## src/rtl/leg_perf_pkg.sv

```systemverilog
// leg_perf_pkg: counter indices, register map and CTRL bit positions shared by the LEG performance monitor
package leg_perf_pkg;
    typedef enum logic [3:0] {
        CNT_CYCLES, CNT_INSTR, CNT_BRANCH, CNT_BR_TAKEN, CNT_ISTALL, CNT_DSTALL_EVT, CNT_DSTALL_CYC,
        CNT_LDRSTALL, CNT_PCSRCW, CNT_FLUSHD, CNT_FLUSHE, CNT_UOP, CNT_WASTED
    } cnt_e;
    localparam int NUM_CNT = 13;
    localparam logic [3:0] ADDR_CTRL = 4'd13;
    localparam logic [3:0] ADDR_OVF = 4'd14;
    localparam int CTRL_EN = 0;
    localparam int CTRL_CLR = 1;
    localparam int CTRL_IRQEN = 2;
endpackage

```

## src/rtl/leg_perf_cnt.sv

```systemverilog
// leg_perf_cnt: one wrapping event counter with clear, software load and a wrap pulse
module leg_perf_cnt #(
    parameter int CNT_W = 32
) (
    input  logic             clk,
    input  logic             reset,
    input  logic             inc_i,
    input  logic             clr_i,
    input  logic             ld_i,
    input  logic [CNT_W-1:0] ldval_i,
    output logic [CNT_W-1:0] cnt_o,
    output logic             wrap_o
);
    logic [CNT_W-1:0] cnt_q, cnt_d;
    always_comb begin
        cnt_d  = clr_i ? '0 : ld_i ? ldval_i : inc_i ? cnt_q + CNT_W'(1) : cnt_q;
        wrap_o = inc_i & ~clr_i & ~ld_i & (&cnt_q);
    end
    always_ff @(posedge clk) cnt_q <= reset ? '0 : cnt_d;
    assign cnt_o = cnt_q;
endmodule

```

## src/rtl/leg_perf_counters.sv

```systemverilog
// leg_perf_counters: pipeline profiling counters behind a CP15-style register port.
// Define LEG_PERF_IRQ_EN to add CTRL.IRQEN and the overflow interrupt PerfIrq.
module leg_perf_counters
    import leg_perf_pkg::*;
#(
    parameter int CNT_W = 32
) (
    input  logic        clk,
    input  logic        reset,
    input  logic [31:0] InstrE,
    input  logic        StallE,
    input  logic        StallD,
    input  logic        StalluOp,
    input  logic        BranchE,
    input  logic        BranchTakenE,
    input  logic        IStall,
    input  logic        DStall,
    input  logic        ldrStallD,
    input  logic        PCSrcW,
    input  logic        FlushD,
    input  logic        FlushE,
    input  logic [3:0]  RegAddr,
    input  logic        RegRE,
    input  logic        RegWE,
    input  logic [31:0] RegWD,
    output logic [31:0] RegRD,
    output logic        PerfIrq
);
    logic [31:0] instr_prev_q, rd_q, rd_d, rdata;
    logic istall_prev_q, dstall_prev_q, ldr_prev_q, pcsrc_prev_q;
    logic en_q, en_d, irqen_q, instr_evt, we_ctrl, we_ovf, clr;
    logic [NUM_CNT-1:0] ovf_q, ovf_d, evt, inc, ld, wrap;
    logic [CNT_W-1:0] cnt [NUM_CNT];

    always_comb begin
        instr_evt                   = (InstrE != instr_prev_q) && (InstrE != '0);
        evt                         = '0;
        evt[CNT_CYCLES]             = 1'b1;
        evt[CNT_INSTR]              = instr_evt;
        evt[CNT_BRANCH]             = instr_evt & BranchE;
        evt[CNT_BR_TAKEN]           = instr_evt & BranchTakenE;
        evt[CNT_ISTALL]             = IStall & ~istall_prev_q;
        evt[CNT_DSTALL_EVT]         = DStall & ~dstall_prev_q;
        evt[CNT_DSTALL_CYC]         = DStall;
        evt[CNT_LDRSTALL]           = ldrStallD & ~ldr_prev_q;
        evt[CNT_PCSRCW]             = PCSrcW & ~pcsrc_prev_q;
        evt[CNT_FLUSHD]             = FlushD;
        evt[CNT_FLUSHE]             = FlushE;
        evt[CNT_UOP]                = StallD & ~StalluOp;
        evt[CNT_WASTED]             = (InstrE == '0) | StallE;
        inc                         = en_q ? evt : '0;
        we_ctrl                     = RegWE && RegAddr == ADDR_CTRL;
        we_ovf                      = RegWE && RegAddr == ADDR_OVF;
        clr                         = we_ctrl & RegWD[CTRL_CLR];
        ld                          = '0;
        rdata                       = '0;
        for (int i = 0; i < NUM_CNT; i++) begin
            ld[i] = RegWE && RegAddr == 4'(i);
            if (RegAddr == 4'(i)) rdata = 32'(cnt[i]);
        end
        if (RegAddr == ADDR_CTRL) rdata = {29'd0, irqen_q, 1'b0, en_q};
        if (RegAddr == ADDR_OVF) rdata = 32'(ovf_q);
        // a wrap landing in the same cycle as a software clear keeps its sticky bit
        ovf_d = clr ? '0 : (ovf_q & ~(we_ovf ? RegWD[NUM_CNT-1:0] : '0)) | wrap;
        en_d  = we_ctrl ? RegWD[CTRL_EN] : en_q;
        rd_d  = RegRE ? rdata : rd_q;
    end

    for (genvar g = 0; g < NUM_CNT; g++) begin : g_cnt
        leg_perf_cnt #(.CNT_W(CNT_W)) u_cnt (
            .clk     (clk),
            .reset   (reset),
            .inc_i   (inc[g]),
            .clr_i   (clr),
            .ld_i    (ld[g]),
            .ldval_i (RegWD[CNT_W-1:0]),
            .cnt_o   (cnt[g]),
            .wrap_o  (wrap[g])
        );
    end

    // edge-detect history runs even while disabled so re-enabling never sees a stale edge
    always_ff @(posedge clk) begin
        if (reset) begin
            instr_prev_q  <= '0;
            istall_prev_q <= 1'b0;
            dstall_prev_q <= 1'b0;
            ldr_prev_q    <= 1'b0;
            pcsrc_prev_q  <= 1'b0;
            en_q          <= 1'b1;
            ovf_q         <= '0;
            rd_q          <= '0;
        end else begin
            instr_prev_q  <= InstrE;
            istall_prev_q <= IStall;
            dstall_prev_q <= DStall;
            ldr_prev_q    <= ldrStallD;
            pcsrc_prev_q  <= PCSrcW;
            en_q          <= en_d;
            ovf_q         <= ovf_d;
            rd_q          <= rd_d;
        end
    end
    assign RegRD = rd_q;

`ifdef LEG_PERF_IRQ_EN
    logic irq_q;
    always_ff @(posedge clk) begin
        if (reset) begin
            irqen_q <= 1'b0;
            irq_q   <= 1'b0;
        end else begin
            irqen_q <= we_ctrl ? RegWD[CTRL_IRQEN] : irqen_q;
            irq_q   <= irqen_q & (|ovf_q);
        end
    end
    assign PerfIrq = irq_q;
`else
    assign irqen_q = 1'b0;
    assign PerfIrq = 1'b0;
`endif
endmodule

```

## config.mk

```make
export PLATFORM = sky130hd
export DESIGN_NAME = leg_perf_counters
export DESIGN_NICKNAME = d
export VERILOG_FILES = /design/src/rtl/leg_perf_pkg.sv /design/src/rtl/leg_perf_cnt.sv /design/src/rtl/leg_perf_counters.sv
export SDC_FILE = /design/constraint.sdc
export NUM_CORES = 2
export LEC_CHECK = 0
export ABC_AREA = 1
export CELL_PAD_IN_SITES_DETAIL_PLACEMENT = 0
export CELL_PAD_IN_SITES_GLOBAL_PLACEMENT = 1
export CORE_MARGIN = 2
export CORE_UTILIZATION = 40
export DETAILED_ROUTE_END_ITERATION = 8
export PLACE_DENSITY_LB_ADDON = 0.1
export RECOVER_POWER = 100
export SKIP_LAST_GASP = 1
export SYNTH_ARGS = -nofsm -noshare
export SYNTH_HDL_FRONTEND = slang
export SYNTH_SLANG_ARGS = --single-unit
```

## constraint.sdc

```tcl
create_clock -name clk -period 1.9 [get_ports clk]
set_input_delay 0.38 -clock clk [delete_from_list [all_inputs] [get_ports clk]]
set_output_delay 0.38 -clock clk [all_outputs]
set_load 0.01 [all_outputs]
```

==> run metrics <==
number of global-route vias before repair=38320; fin nets=6367; Peak supply drop=between 0.7 and 0.8 mV; CORE AREA=80810 µm²; measured slew at the worst slew-check pin=approximately 1.8 ns; Vias/cell=5.573; EDFF count, synth=0; min cycle time layout=2.063 ns; layout cells sized above 1=a little under a third; worst endpoint required time=around 2.3 ns; CTS tree=built; I/O Pins=116; width of the die=roughly 290 µm; DR iter-0 viols=4229; Hold WC Path Type=input pin to flop; Sw Share=between 30 and 40%; status=finished, violations left; Clock Sink Count=498; Cells after Synth=5198; total track usage=a little over two fifths; Crit path arrival time=2.49 ns; yosys warns=0; pin count of the biggest net entering global routing=57; multi-input logic area=22110 µm²; post-DP HPWL=roughly 140 mm; die area=roughly 84000 µm²; GRT overflow=0; htree depth=3; global-route wire length before repair=~260 mm; Layout Utilization=approximately 61%; Final Cell Area=roughly 50000 µm²; worst-path maximum fanout=4; port bufs=114; Int Pwr=between 20000 and 25000 µW; clk slew on worst S/H paths=roughly 0.06 ns; Num CTS Buffers=66; register area=around 10000 µm²; max-slew violations=57; failing checks=capacitance limit, slew limit, setup timing; # setup viols final=123; power density cells=585.0 nW/µm²; r2r setup slk=-0.16 ns; leak pwr=between 0.02 and 0.025 µW; asr flop ratio synth=0%; sequential share of the synthesized area=30.42%; Hold Buf Count CTS=0; Initial Utilization=about two fifths; Final GP Congestion=~1.1; per-cell routed wire length=24.75 µm; Psw=between 8000 and 9000 µW; Setup crit end kind=flop; Avg Inst Size Synth=around 6.3 µm²; Achievable Freq=slightly below 500 MHz; Setup Crit Path Kind=flop to flop; root buffer cell=clkbuf_16; post-synth top area share=30.42%; placed inst area=between 40000 and 50000 µm²; initial antenna violation count=17; Synth area leaders=dfxtp_1 30%, nand2_1 17%, xor2_1 7.2%, inv_1 7.0%, nor2_1 5.2%; die height=between 200 and 300 µm; Logic pwr share=16.4%; final worst slack=-0.1631 ns; pre-CTS setup slack=-1.347 ns; crit path launch type=flop; Final ANT Viol Nets=0; DP Cell Count=around 7100; Longest Clk Path Bufs=3; final worst-path cycle share=108.6%; # DRC=0; clk_skew=0.02627 ns; Flop pwr share=roughly 39%; Pwr Total=28790 µW; post-synth top area cell=dfxtp_1; drt pass-1 iters=5; max-cap check violation count=1; FP Rows=between 100 and 150; Seq cells post-synth=roughly 500; syn nets=~5300; via count=slightly above 40000; number of fill cells=7864; area grow syn2layout=50.20%; Synth cell types=61; final cell count without fillers=about 7400; power share of the clock group=45.0%; Clock Latency Late Sink=0.63 ns; most frequent cell after synthesis=nand2_1; max_slew headroom=-20.61%; WL final=about 180 mm; RSZ-0062 raised after global routing=yes; Netlist Area Pre-Place=32770 µm²; ys flop type=dfxtp_1; top cells by count, synth=1482 x nand2_1, 612 x inv_1, 498 x dfxtp_1; Final Hold Fails=0
-- worst max-delay path: stages, from the launching register on --
cell and delay (ns):
dfxtp_4 0.35, buf_6 0.14, nand3_1 0.08, nand2_1 0.05, nor2_1 0.12, nand4_1 0.32
nand2_1 0.20, nand4_1 0.18, nor2_2 0.17, nand4_1 0.09, nand2_1 0.09, a21oi_1 0.06
-- cells in the final DEF, fill, tap and decap left out, types with 79 or more instances in the layout --
cell     netlist  final
nor3_1       169    119
o21ai_0      289    256
nand2_2       11    101
xor2_1       268    264
buf_4          5    919
a21oi_1      258    219
nor2_1       453    344
a31oi_1      122    116
dfxtp_1      498    397
buf_6          0     79
inv_1        612    578
nand3_1      187    133
nand2_1     1482   1351
nand4_1      152    152
dfxtp_2        0     81
-- cell families (layout without fill, tap and decap cells) --
| kind of cell | count (synthesis) | after routing | share of synthesized area, % |
|---|---|---|---|
| xor gates and xnor gates | 338 | 338 | 9.034 |
| muxes | 1 | 1 | 0.03055 |
| buffers and inverters | 889 | 2009 | 10.59 |
| AOI/OAI and AO/OA | 862 | 862 | 15.23 |
| DFF | 498 | 498 | 30.42 |
| other | 1 | 9 | 0.01144 |
| and+or+nand+nor | 2596 | 2596 | 34.19 |
| adders and majority gates | 13 | 13 | 0.4964 |
-- final timing paths --
check                                from              end  cells past startpoint
hold reg to reg                 RegRD[27]        RegRD[27]                      2
setup reg to reg  g_cnt[1].u_cnt.cnt_o[0]         RegRD[0]                     11
setup / recovery  g_cnt[1].u_cnt.cnt_o[0]         RegRD[0]                     11
hold / removal                  InstrE[7]  instr_prev_q[7]                      3
-- registers in the layout, summed over array words and instances (netlist names) --
name	cells
instr_prev_q	32
RegRD	32
ldr_prev_q	1
istall_prev_q	1
en_q	1
pcsrc_prev_q	1
dstall_prev_q	1
ovf_q	13
g_cnt.u_cnt.cnt_o	416
-- cell type report --
class / count / share of cell area [%]
flip-flops and latches: 498 / 20.61
diodes: 8 / 0.04067
inverters: 662 / 5.163
clock inverters: 20 / 0.4474
repair buffers: 1232 / 22.17
multi-input cells: 3811 / 44.92
clock buffers: 95 / 3.948
well taps: 1060 / 2.695
-- what timing repair did --
action | in CTS | in global routing
pin swaps | 178 | 324
setup endpoints to repair | 473 | 316
resized for setup | 486 | 565
cloned | 11 | 2
buffers inserted | 82 | 68
-- metrics by stage --
| step | setup TNS [ns] | hold slack (ns) |
|---|---|---|
| after floorplan | 0 | 0.4436 |
| after global placement | -342.22 | 0.4551 |
| after detailed placement | -346.44 | 0.4572 |
| after CTS | -12.16 | 0.2824 |
| after global routing | -28.96 | 0.06512 |
| final | -5.519 | 0.04393 |
-- power by group through the flow --
stage	sequential [µW]	combinational, µW	clock [µW]
global placement	11300	4170	0
global route	11100	4910	13400
floorplan	11200	1590	0
finish	11100	4740	13000
CTS	11100	4460	13000
detailed placement	11300	4180	0
-- per-layer routing --
layer  part of all wire, %  GRT usage [%]  up-vias
li1                      -              -    19150
met1                    40          53.03    19520
met2                    43          63.77     1911
met3                   8.9          7.609      578
met4                   8.7          29.51        8
met5                 0.042              0        -
Note: power is estimated with default switching activity, not from simulation.
